===== src/rtl/lt24_pkg.sv =====
// Shared types and constants for the LT24 8080-style write bus sequencer.
package lt24_pkg;

    typedef enum logic [2:0] {
        RST_LOW,
        WAKE,
        IDLE,
        WR_LO,
        WR_HI,
        PIX_WAIT
    } lt24_seq_state_t;

    localparam logic [15:0] LT24_CMD_MEMORY_WRITE = 16'h002C;

    // Defaults assume a 50 MHz clock: 1 ms panel reset, 120 ms wake-up.
    localparam int LT24_RESET_CYCLES = 50000;
    localparam int LT24_WAKE_CYCLES  = 6000000;
    localparam int LT24_WR_LOW       = 2;
    localparam int LT24_WR_HIGH      = 2;
    localparam int LT24_FRAME_PIXELS = 76800;

endpackage


===== src/rtl/lt24_write_strobe.sv =====
// wr_n phase generator: WR_LOW cycles low then WR_HIGH cycles high per start pulse.
// last_hi/done flag the final high cycle so a new write can follow back-to-back.
module lt24_write_strobe #(
    parameter int WR_LOW  = 2,
    parameter int WR_HIGH = 2
) (
    input  logic clk,
    input  logic reset,
    input  logic start,
    output logic wr_n,
    output logic last_hi,
    output logic done
);

    localparam int CMAX = (WR_LOW > WR_HIGH) ? WR_LOW : WR_HIGH;
    localparam int CW   = $clog2(CMAX + 1);

    logic          active;
    logic          high_phase;
    logic [CW-1:0] cnt;

    // A start on the last high cycle restarts the low phase with no gap.
    always_ff @(posedge clk) begin
        if (reset) begin
            active     <= 1'b0;
            high_phase <= 1'b0;
            cnt        <= '0;
            wr_n       <= 1'b1;
        end else if (start) begin
            active     <= 1'b1;
            high_phase <= 1'b0;
            cnt        <= CW'(WR_LOW - 1);
            wr_n       <= 1'b0;
        end else if (active) begin
            if (cnt != '0) begin
                cnt <= cnt - 1'b1;
            end else if (!high_phase) begin
                high_phase <= 1'b1;
                cnt        <= CW'(WR_HIGH - 1);
                wr_n       <= 1'b1;
            end else begin
                active     <= 1'b0;
                high_phase <= 1'b0;
            end
        end
    end

    assign last_hi = active && high_phase && (cnt == '0);
    assign done    = last_hi;

endmodule


===== src/rtl/lt24_bus_sequencer.sv =====
// LT24 panel power-up sequencer and command/pixel bus arbiter.
// Optional LT24_SEQ_IRQ_EN adds a sticky frame-done irq with irq_ack.
module lt24_bus_sequencer
    import lt24_pkg::*;
#(
    parameter int RESET_CYCLES = LT24_RESET_CYCLES,
    parameter int WAKE_CYCLES  = LT24_WAKE_CYCLES,
    parameter int WR_LOW       = LT24_WR_LOW,
    parameter int WR_HIGH      = LT24_WR_HIGH,
    parameter int FRAME_PIXELS = LT24_FRAME_PIXELS
) (
    input  logic        clk,
    input  logic        reset,
    input  logic        cmd_valid,
    output logic        cmd_ready,
    input  logic        cmd_is_data,
    input  logic [15:0] cmd_word,
    input  logic        frame_start,
    input  logic        pix_valid,
    output logic        pix_ready,
    input  logic [15:0] pix_data,
    output logic        init_done,
    output logic        busy,
    output logic        frame_done,
    output logic        cs_n,
    output logic        wr_n,
    output logic        rd_n,
    output logic        dc_n,
    output logic        lcd_on,
    output logic        lcd_reset_n,
    output logic [15:0] d
`ifdef LT24_SEQ_IRQ_EN
    ,
    output logic        irq,
    input  logic        irq_ack
`endif
);

    localparam int TMAX = (RESET_CYCLES > WAKE_CYCLES) ? RESET_CYCLES : WAKE_CYCLES;
    localparam int TW   = $clog2(TMAX + 1);
    localparam int PW   = $clog2(FRAME_PIXELS + 1);

    lt24_seq_state_t state;
    logic [TW-1:0]   timer;
    logic [PW-1:0]   pix_cnt;
    logic            frame_pend;
    logic            in_frame;

    logic strobe_start, strobe_last_hi, strobe_done;
    logic in_write, start_frame, take_cmd, take_pix, frame_end;

    assign in_write    = (state == WR_LO) || (state == WR_HI);
    assign start_frame = (state == IDLE) && (frame_pend || frame_start);
    assign cmd_ready   = (state == IDLE) && init_done && !frame_pend && !frame_start;
    assign take_cmd    = cmd_valid && cmd_ready;
    // pix_cnt counts pixels already fetched, so FRAME_PIXELS means the last one is on the bus.
    assign pix_ready   = (in_write && in_frame && strobe_last_hi && (pix_cnt != PW'(FRAME_PIXELS)))
                         || (state == PIX_WAIT);
    assign take_pix    = pix_valid && pix_ready;
    assign frame_end   = in_write && in_frame && strobe_last_hi && (pix_cnt == PW'(FRAME_PIXELS));
    assign strobe_start = start_frame || take_cmd || take_pix;
    assign busy        = (state != IDLE) || frame_pend;
    assign rd_n        = 1'b1;

    lt24_write_strobe #(
        .WR_LOW (WR_LOW),
        .WR_HIGH(WR_HIGH)
    ) u_strobe (
        .clk    (clk),
        .reset  (reset),
        .start  (strobe_start),
        .wr_n   (wr_n),
        .last_hi(strobe_last_hi),
        .done   (strobe_done)
    );

    always_ff @(posedge clk) begin
        if (reset) begin
            state       <= RST_LOW;
            timer       <= '0;
            pix_cnt     <= '0;
            frame_pend  <= 1'b0;
            in_frame    <= 1'b0;
            cs_n        <= 1'b1;
            dc_n        <= 1'b1;
            d           <= 16'h0000;
            lcd_reset_n <= 1'b0;
            lcd_on      <= 1'b0;
            init_done   <= 1'b0;
            frame_done  <= 1'b0;
        end else begin
            lcd_on     <= 1'b1;
            frame_done <= 1'b0;
            if (frame_start && !in_frame && (state != IDLE)) begin
                frame_pend <= 1'b1;
            end
            case (state)
                RST_LOW: begin
                    if (timer == TW'(RESET_CYCLES - 1)) begin
                        state       <= WAKE;
                        timer       <= '0;
                        lcd_reset_n <= 1'b1;
                    end else begin
                        timer <= timer + 1'b1;
                    end
                end
                WAKE: begin
                    if (timer == TW'(WAKE_CYCLES - 1)) begin
                        state     <= IDLE;
                        init_done <= 1'b1;
                    end else begin
                        timer <= timer + 1'b1;
                    end
                end
                IDLE: begin
                    if (start_frame) begin
                        state      <= WR_LO;
                        frame_pend <= 1'b0;
                        in_frame   <= 1'b1;
                        pix_cnt    <= '0;
                        cs_n       <= 1'b0;
                        dc_n       <= 1'b0;
                        d          <= LT24_CMD_MEMORY_WRITE;
                    end else if (take_cmd) begin
                        state <= WR_LO;
                        cs_n  <= 1'b0;
                        dc_n  <= cmd_is_data;
                        d     <= cmd_word;
                    end
                end
                WR_LO, WR_HI: begin
                    if (!in_frame && strobe_done) begin
                        state <= IDLE;
                        cs_n  <= 1'b1;
                    end else if (in_frame && strobe_last_hi) begin
                        if (frame_end) begin
                            state      <= IDLE;
                            cs_n       <= 1'b1;
                            in_frame   <= 1'b0;
                            frame_done <= 1'b1;
                        end else if (take_pix) begin
                            state   <= WR_LO;
                            d       <= pix_data;
                            dc_n    <= 1'b1;
                            pix_cnt <= pix_cnt + 1'b1;
                        end else begin
                            state <= PIX_WAIT;
                        end
                    end else if ((state == WR_LO) && wr_n) begin
                        state <= WR_HI;
                    end
                end
                PIX_WAIT: begin
                    if (take_pix) begin
                        state   <= WR_LO;
                        d       <= pix_data;
                        dc_n    <= 1'b1;
                        pix_cnt <= pix_cnt + 1'b1;
                    end
                end
                default: state <= RST_LOW;
            endcase
        end
    end

`ifdef LT24_SEQ_IRQ_EN
    // Set takes priority so an ack racing a new frame end never loses it.
    always_ff @(posedge clk) begin
        if (reset) begin
            irq <= 1'b0;
        end else if (frame_end) begin
            irq <= 1'b1;
        end else if (irq_ack) begin
            irq <= 1'b0;
        end
    end
`endif

endmodule

===== config.mk =====
export PLATFORM = sky130hd
export DESIGN_NAME = lt24_bus_sequencer
export DESIGN_NICKNAME = d
export VERILOG_FILES = /design/src/rtl/lt24_pkg.sv /design/src/rtl/lt24_write_strobe.sv /design/src/rtl/lt24_bus_sequencer.sv
export SDC_FILE = /design/constraint.sdc
export NUM_CORES = 1
export LEC_CHECK = 0
export ABC_AREA = 1
export ABC_CLOCK_PERIOD_IN_PS = 4650
export CAP_MARGIN = 15
export CORE_MARGIN = 2
export CORE_UTILIZATION = 59
export DETAILED_ROUTE_END_ITERATION = 8
export HOLD_SLACK_MARGIN = 0.1
export PLACE_DENSITY = 0.95
export REMOVE_ABC_BUFFERS = 1
export SLEW_MARGIN = 10
export SYNTH_ARGS = -nofsm -noshare
export SYNTH_HDL_FRONTEND = slang
export SYNTH_SLANG_ARGS = --single-unit

===== constraint.sdc =====
create_clock -name clk -period 4.65 [get_ports clk]
set_input_delay 0.6975 -clock clk [delete_from_list [all_inputs] [get_ports clk]]
set_output_delay 0.6975 -clock clk [all_outputs]
set_load 0.005 [all_outputs]

# Word-level counts from Yosys, hierarchy flattened
# Cells that the tools add are included.
# word_totals
register_bits	72
elab_cells	160
in_bits	38
output_inout_bits	27
# classes
bitwise	3
n_mux	62
addsub	3
n_eq_ne	27
reduce_logical	48
# op_table
operator	count
$mux W16	6
$mux W17	5
$pmux W17 S3	1
$pmux W16 S3	1
$mux W23	2
$pmux W23 S2	1
$mux W1	30
$mux W3	10
$ne A2 B2 Y1 const B	12
$add A23 B1 Y23 const B	1
$eq A23 B16 Y1 const B	1
$eq A23 B23 Y1 const B	1
$reduce_and A5 Y1	4
$add A17 B1 Y17 const B	1
$eq A17 B17 Y1 const B	1
$logic_and A1 B1 Y1	17
$ne A17 B17 Y1 const B	1
$pmux W3 S5	1
$ne A3 B3 Y1 const B	4
$reduce_and A2 Y1	6
$reduce_bool A2 Y1	4
$eq A3 B2 Y1 const B	2
$eq A3 B3 Y1 const B	2
$logic_or A1 B1 Y1	6
16 further kinds	23

# Longest topological paths before layout
# Gate-level depths: netlist (run 1).
# logic_depth
word_depth	12
mapped_depth	15
depth_no_buf	15

# Modules after synthesis
# A second synthesis (run 1) with hierarchy kept.
# unflattened
cells_unflattened	668
area_unflattened_um2	4315.4
# by_module_without_submodules
mod	n_inst	area_per_inst_um2	cells_per_inst
lt24_bus_sequencer	1	4082.7	634
lt24_write_strobe	1	232.7	34

# Worst setup path after synthesis (run 1)
# No wires, ideal clock.
# synth_path
kind	input to output
start	in frame_start
end	out cmd_ready
arrival_time_ns	1.066
setup_slack_ns	2.886
n_path_buf	0
path_stages	3
path_cell_list	nor2_1 nand2_1 nor2_1
# synth_via
elab_chain_len	2
# synth_lines
item	line	source
start: declaration	lt24_bus_sequencer.sv:18	input logic frame_start,
$logic_not A1 Y1	lt24_bus_sequencer.sv:54	assign cmd_ready = (state == IDLE) && init_done && !frame_pend && !frame_start;
$logic_and A1 B1 Y1	lt24_bus_sequencer.sv:54	
end: declaration	lt24_bus_sequencer.sv:15	output logic cmd_ready,
# No other way between the ends.

# Worst setup path after layout (run 1)
# layout_path
start	reg timer[0]
end	reg timer[12]
# layout_via
elab_chain_len	3
# layout_lines
item	line	source
start: declaration	lt24_bus_sequencer.sv:44	logic [TW-1:0] timer;
start signal: assignment	lt24_bus_sequencer.sv:104	timer <= timer + 1'b1;
start signal: assignment	lt24_bus_sequencer.sv:112	timer <= timer + 1'b1;
$add A23 B1 Y23, or another cell as far along	lt24_bus_sequencer.sv:104, lt24_bus_sequencer.sv:112	
$mux W23, or another cell as far along	lt24_bus_sequencer.sv:108	if (timer == TW'(WAKE_CYCLES - 1)) begin
$pmux W23 S2 or $reduce_and A2 Y1 (tied branches)	n/a	
# Parallel ways exist; a longest one is shown, timed or not. The select of a mux whose other input is x is not followed.
# A chain may end at the register's enable or synchronous reset.

==> flow_summary_export.csv, run 1 <==
group,metric,value,unit
critical_path,worstSetupEndpointType,"register",
synthesis,synthTopCellsByArea,"dfxtp_1 (34%), nand2_1 (15%), nor2_1 (11%)",
drt,routedWlPerCell,14.3,um
synthesis,yosys_warnings,0,
critical_path,start_kind,"register",
drt,drt_wl_total,12000,um
sta,slew_violations,0,
clock_network,root_buffer,"clkbuf_8",
final_layout,mostFrequentLayoutCells,"nand2_1 (173), nor2_1 (122), nand3_1 (80), dfxtp_1 (72), clkdlybuf4s50_1 (63)",
final_layout,diodes,0,
die,core_region_area,0.00714,mm^2
critical_path,crit_chain,"ha_1, nand3_1, nor2_1, nand3_1, nand2_1, nand2_1, nand2_1, nand2_2, o21bai_1, nor2_1",
drt,drtIter0Drc,307,
critical_path,cp_max_fo,31,
placement,place_congestion,1.00,
sta,slew-limit-headroom,33.0,%
global_route,grtUsageTotal,30.5,%
global_route,grt_max_degree,36,
final_layout,fin_nets,779,
synthesis,netlist.top_cell.by_area,"dfxtp_1",
clock_network,cts_setup_buffers,0,
sta,setup_viol,0,
critical_path,cp.arrival,3300,ps
clock_network,numCtsBuffers,9,
synthesis,synth_area,0.00428,mm^2
pwr,power.leakage,2.08,nW
critical_path,path_delay_family,"simple AND/OR/NAND/NOR gates",
die,rows,31,
clock_network,cts.repair.resized,0,
synthesis,synthFlopType,"dfxtp_1",
clock_network,worstSkewPairLatency,350,ps
final_layout,areaGrowthSynthToFinish,19.1,%
drt,via_per_inst,5.67,
sta,fin_crit_sh,64.8,%
run,maxCapViolations,0,
global_route,antenna_found_initial,0,
clock_network,cts.path.max_buffers,2,
final_layout,multiInputGateArea,0.00245,mm^2
drt,ant_nets,0,
synthesis,synth_compound_area_share,10.1,%
sta,fin_crit,3010,ps
sta,worst_pin_slew,1000,ps
pwr,p_per_area,434,mW/mm^2
global_route,first_global_vias,4301,
global_route,grt_pass1_wl,19100,um
synthesis,synthMuxAreaShare,0,%
synthesis,synthCells,689,
final_layout,fillers,598,
drt,vias,4771,
clock_network,cts_tree,"yes",
hold_path,min_path_type,"register to register",
critical_path,cp_slowest_stage_delay,700,ps
clock_network,clock-sinks,72,
die,fp.dieArea,0.00795,mm^2
final_layout,final_common_cell,"nand2_1",
critical_path,path_common_cell,"nand2_1",
drt,drt_drc_violations_left,0,
synthesis,synth.avg_cell_area,6.21,um^2
clock_network,holdBufCountCts,0,
placement,io_buffers,63,
drt,first_pass_iters,7,
synthesis,synthArstFlopShare,0,%
critical_path,required,4940,ps
die,die_w,89.2,um
pwr,vdd.ir_drop.worst,0.256,mV
die,fp.dieH,89.2,um
synthesis,synth_edf_count,0,
clock_network,htree_levels,3,
synthesis,ys_ff_latch,72,
global_route,overflow,0,
sta,fmax,332,MHz
die,num_io_pins,65,
synthesis,synth_top_family_by_area,"simple AND/OR/NAND/NOR gates",
synthesis,seq_area_frac_synth,33.7,%
synthesis,synth-xor-area-share,3.48,%
die,start_util,60.0,%
placement,post-dp-hpwl,8460,um
sta,rsz0062_at_grt,"false",
synthesis,synthAdderAreaFrac,0.877,%
sta,clock_skew,4.35,ps
synthesis,synth-simple-area-share,42.7,%
sta,setup_tns,0,ps
critical_path,critPathBufInv,0,
synthesis,yosysTopAreaCellShare,33.7,%
synthesis,yosysUniqueCellTypes,35,
final_layout,drive_gt1_share,4.04,%
clock_network,clkTransAtPathRegs,80,ps
run_status,outcome,"complete, no violations",
final_layout,regArea,0.00144,mm^2
sta,hold_viol,0,
critical_path,path_class,"register to register",
pwr,power,2.21,mW
critical_path,crit_slowest_cell,"nand2_1",
[stage by stage]
step | instances | hold WS, ps | area (um^2) | utilization, % | setup WS (ps)
2_1_floorplan | 662 | 450 | 4130 | - | 1820
6_report | 842 | 485 | 5100 | 71.4 | 1640
4_1_cts | 842 | 484 | 5100 | 71.4 | 1740
3_5_place_dp | 826 | 461 | 4900 | 68.6 | 1800
5_1_grt | 842 | 504 | 5100 | 71.4 | 1410
3_3_place_gp | 826 | 440 | 4900 | 68.6 | 1900
[worst min-delay path, stage by stage (launching register included)]
cell     delay, ps
dfxtp_1        340
a21oi_1         50
nor2_1          70
[Yosys cell counts (2+ instances only)]
cell / number
nand2_1: 173
nor2_1: 123
nand3_1: 80
dfxtp_1: 72
inv_1: 60
a21oi_1: 48
o21ai_0: 28
nor3_1: 13
nand4_1: 11
xor2_1: 10
buf_2: 9
clkbuf_1: 9
nor3b_1: 7
xnor2_1: 7
nand3b_1: 5
buf_4: 4
buf_6: 3
ha_1: 3
nand2_2: 3
a21oi_2: 2
clkbuf_2: 2
inv_2: 2
nand2_4: 2
nor2_2: 2
[cell type report]
cell class                      count  area share [%]
Tap cell                           99            2.43
Clock inverter                      3           0.785
Inverter                           62            4.57
Multi-Input combinational cell    528            48.2
Clock buffer                       13            3.12
Timing Repair Buffer               65            12.7
Sequential cell                    72            28.3
[power breakdown]
part	switching, mW	internal, mW
Clock	0.237	0.276
Sequential	0.0711	0.698
Combinational	0.630	0.298
Total	0.938	1.27
[worst paths after layout]
kind	start	endpoint	slack (ps)	cells after the start
setup / recovery	timer[0]	timer[12]	1640	10
hold reg to reg	lcd_reset_n	lcd_reset_n	480	2
setup reg to reg	timer[0]	timer[12]	1640	10
hold / removal	lcd_reset_n	lcd_reset_n	480	2
[metal layers]
| layer | vias to the layer above | global-route usage, % | share of wire [%] |
|---|---|---|---|
| li1 | 2317 | - | - |
| met1 | 2167 | 36.7 | 40 |
| met2 | 237 | 51.8 | 49 |
| met3 | 50 | 5.45 | 7.2 |
| met4 | 0 | 15.9 | 4.2 |
| met5 | - | 0 | 0 |
[logic make-up (layout without fill, tap and decap cells)]
group / count (synthesis) / after routing
flip-flops: 72 / 72
other: 1 / 1
XOR/XNOR: 17 / 17
AND/OR/NAND/NOR: 424 / 424
AO/OA/AOI/OAI: 83 / 83
buffers and inverters: 89 / 143
adder cells (fa/ha/maj): 3 / 3
[state kept, by name, summed over array words and instances, names as in the netlist]
name	count
cs_n	1
frame_pend	1
init_done	1
in_frame	1
lcd_reset_n	1
u_strobe.wr_n	1
u_strobe.high_phase	1
frame_done	1
pix_cnt	17
timer	23
state	3
u_strobe.active	1
dc_n	1
lcd_on	1
d	16
u_strobe.cnt	2
Note: power is estimated with default switching activity, not from simulation.
==> run 2, diff against run 1 <==
- ABC_CLOCK_PERIOD_IN_PS: 4650 -> 2900
- CORE_UTILIZATION: 59 -> 55
- PLACE_DENSITY: 0.95 -> 0.93
- clock period: 4.65 -> 2.9 ns (I/O delays scaled with it)
==> flow_summary_export.csv, run 2 (same netlist as run 1, synthesis figures left out) <==
group,metric,value,unit
sta,slew_violations,0,
drt,routedWlPerCell,14.5,um
critical_path,cp_slowest_stage_delay,470,ps
critical_path,cp-startpoint,"pix_cnt[1]",
critical_path,reg2reg_slack,640,ps
drt,vias,4809,
final_layout,final_common_cell,"nand2_1",
sta,worst_pin_slew,527,ps
global_route,grtUsageTotal,29.8,%
die,die_w,92.2,um
clock_network,root_buffer,"clkbuf_8",
final_layout,top_register,"timer",
sta,setup_viol,0,
drt,drt_drc_violations_left,0,
critical_path,worstSetupEndpointType,"output port",
drt,ant_nets,0,
clock_network,cts_tree,"yes",
placement,preCtsSetupSlack,687,ps
die,rows,32,
die,fp.dieArea,0.00850,mm^2
placement,place_congestion,0.973,
drt,via_per_inst,5.65,
placement,io_buffers,63,
final_layout,utilization,68.0,%
placement,post-dp-hpwl,8710,um
run_status,outcome,"complete, no violations",
pwr,vdd.ir_drop.worst,0.451,mV
critical_path,r2r-start,"pix_cnt[1]",
sta,fin_crit,2610,ps
critical_path,cp.arrival,2170,ps
global_route,antenna_found_initial,0,
sta,hold_slack,478,ps
critical_path,path_class,"register to output port",
final_layout,largest_reg_flops,23,
sta,fin_crit_sh,89.8,%
die,num_io_pins,65,
hold_path,min_path_type,"register to register",
sta,rsz0062_at_grt,"false",
pwr,p_per_area,739,mW/mm^2
sta,hold_viol,0,
critical_path,reg2regPathDepth,15,
drt,first_pass_iters,5,
sta,fin_ws,295,ps
die,start_util,56.0,%
critical_path,required,2470,ps
global_route,first_global_vias,4465,
run,maxCapViolations,0,
clock_network,worstSkewPairLatency,360,ps
final_layout,drive_gt1_share,5.07,%
clock_network,cts_setup_buffers,0,
critical_path,start_kind,"register",
global_route,overflow,0,
critical_path,crit_chain,"inv_1, ha_1, nand2_1, inv_1, nand2_1, nor2_1, nand2_1, nand2_1, nand2_2, clkdlybuf4s50_1",
sta,fmax,384,MHz
sta,slew-limit-headroom,64.5,%
critical_path,regToRegEndpoint,"d[8]",
sta,clock_skew,12.9,ps
critical_path,cp_max_fo,4,
clock_network,holdBufCountCts,0,
clock_network,clock-sinks,72,
global_route,grt_pass1_wl,20500,um
final_layout,diodes,0,
drt,drt_wl_total,12400,um
global_route,grt_max_degree,35,
pwr,power,3.84,mW
drt,drtIter0Drc,410,
die,fp.dieH,92.2,um
final_layout,top_regs,"timer: 23 flops, pix_cnt: 17 flops, d: 16 flops",
critical_path,crit_slowest_cell,"clkdlybuf4s50_1",
final_layout,areaGrowthSynthToFinish,21.5,%
pwr,power.leakage,2.13,nW
clock_network,cts.repair.resized,0,
critical_path,crit_end,"pix_ready",
clock_network,htree_levels,3,
clock_network,numCtsBuffers,9,
clock_network,cts.path.max_buffers,2,
clock_network,clkTransAtPathRegs,80,ps
final_layout,mostFrequentLayoutCells,"nand2_1 (173), nor2_1 (122), nand3_1 (80), dfxtp_1 (72), clkdlybuf4s50_1 (63)",
sta,setup_tns,0,ps
final_layout,fin_nets,785,
die,core_region_area,0.00765,mm^2
critical_path,path_common_cell,"nand2_1",
-- run 2: changes by cell type in the layout (fill, tap and decap cells not counted) --
cell / delta
clkinv_2: -1
buf_4: +6
clkbuf_1: -2
bufinv_16: +2
clkinvlp_4: +1
-- run 2: through the flow --
stage,std cells,cell area [um^2]
2_1_floorplan,662,4130
3_3_place_gp,835,4950
3_5_place_dp,835,4950
4_1_cts,851,5200
5_1_grt,851,5200
6_report,851,5200
-- run 2: critical path: cells and delay by family (launching register included) --
family        cells  cell delay [ps]
buf+inv           3              620
fa+ha+maj         1              160
flops             1              340
simple gates      6              690
-- run 2: how the worst min path moves through the flow --
stage,from,endpoint,slack [ps],cells after the start
2_1_floorplan,u_strobe.cnt[1],u_strobe.cnt[1],450,2
3_3_place_gp,u_strobe.cnt[1],u_strobe.cnt[1],460,2
3_5_place_dp,u_strobe.cnt[1],u_strobe.cnt[1],470,2
4_1_cts,u_strobe.cnt[1],u_strobe.cnt[1],480,2
5_1_grt,u_strobe.cnt[1],u_strobe.cnt[1],500,2
6_report,u_strobe.cnt[1],u_strobe.cnt[1],480,2
-- run 2: layout make-up --
| class | count | area [um^2] |
|---|---|---|
| Fill cell | 640 | 2450 |
| Timing Repair Buffer | 71 | 691 |
| Sequential cell | 72 | 1440 |
| Tap cell | 102 | 128 |
| Multi-Input combinational cell | 528 | 2450 |
| Clock buffer | 11 | 151 |
| Clock inverter | 5 | 103 |
| Inverter | 62 | 233 |
-- run 2: where the power goes --
part	switching (mW)	total, mW	internal, mW
logic	1.06	1.59	0.533
registers	0.116	1.24	1.12
clock network	0.397	1.01	0.617
total	1.58	3.84	2.27
-- run 2: layer usage --
| layer | global-route usage (%) | vias up | share of wire (%) | routed length (um) |
|---|---|---|---|---|
| li1 | - | 2333 | - | - |
| met1 | 35.3 | 2263 | 40 | 4900 |
| met2 | 53.1 | 185 | 51 | 6370 |
| met3 | 6.00 | 28 | 6.4 | 798 |
| met4 | 10.7 | 0 | 2.4 | 302 |
| met5 | 0 | - | 0 | 0 |
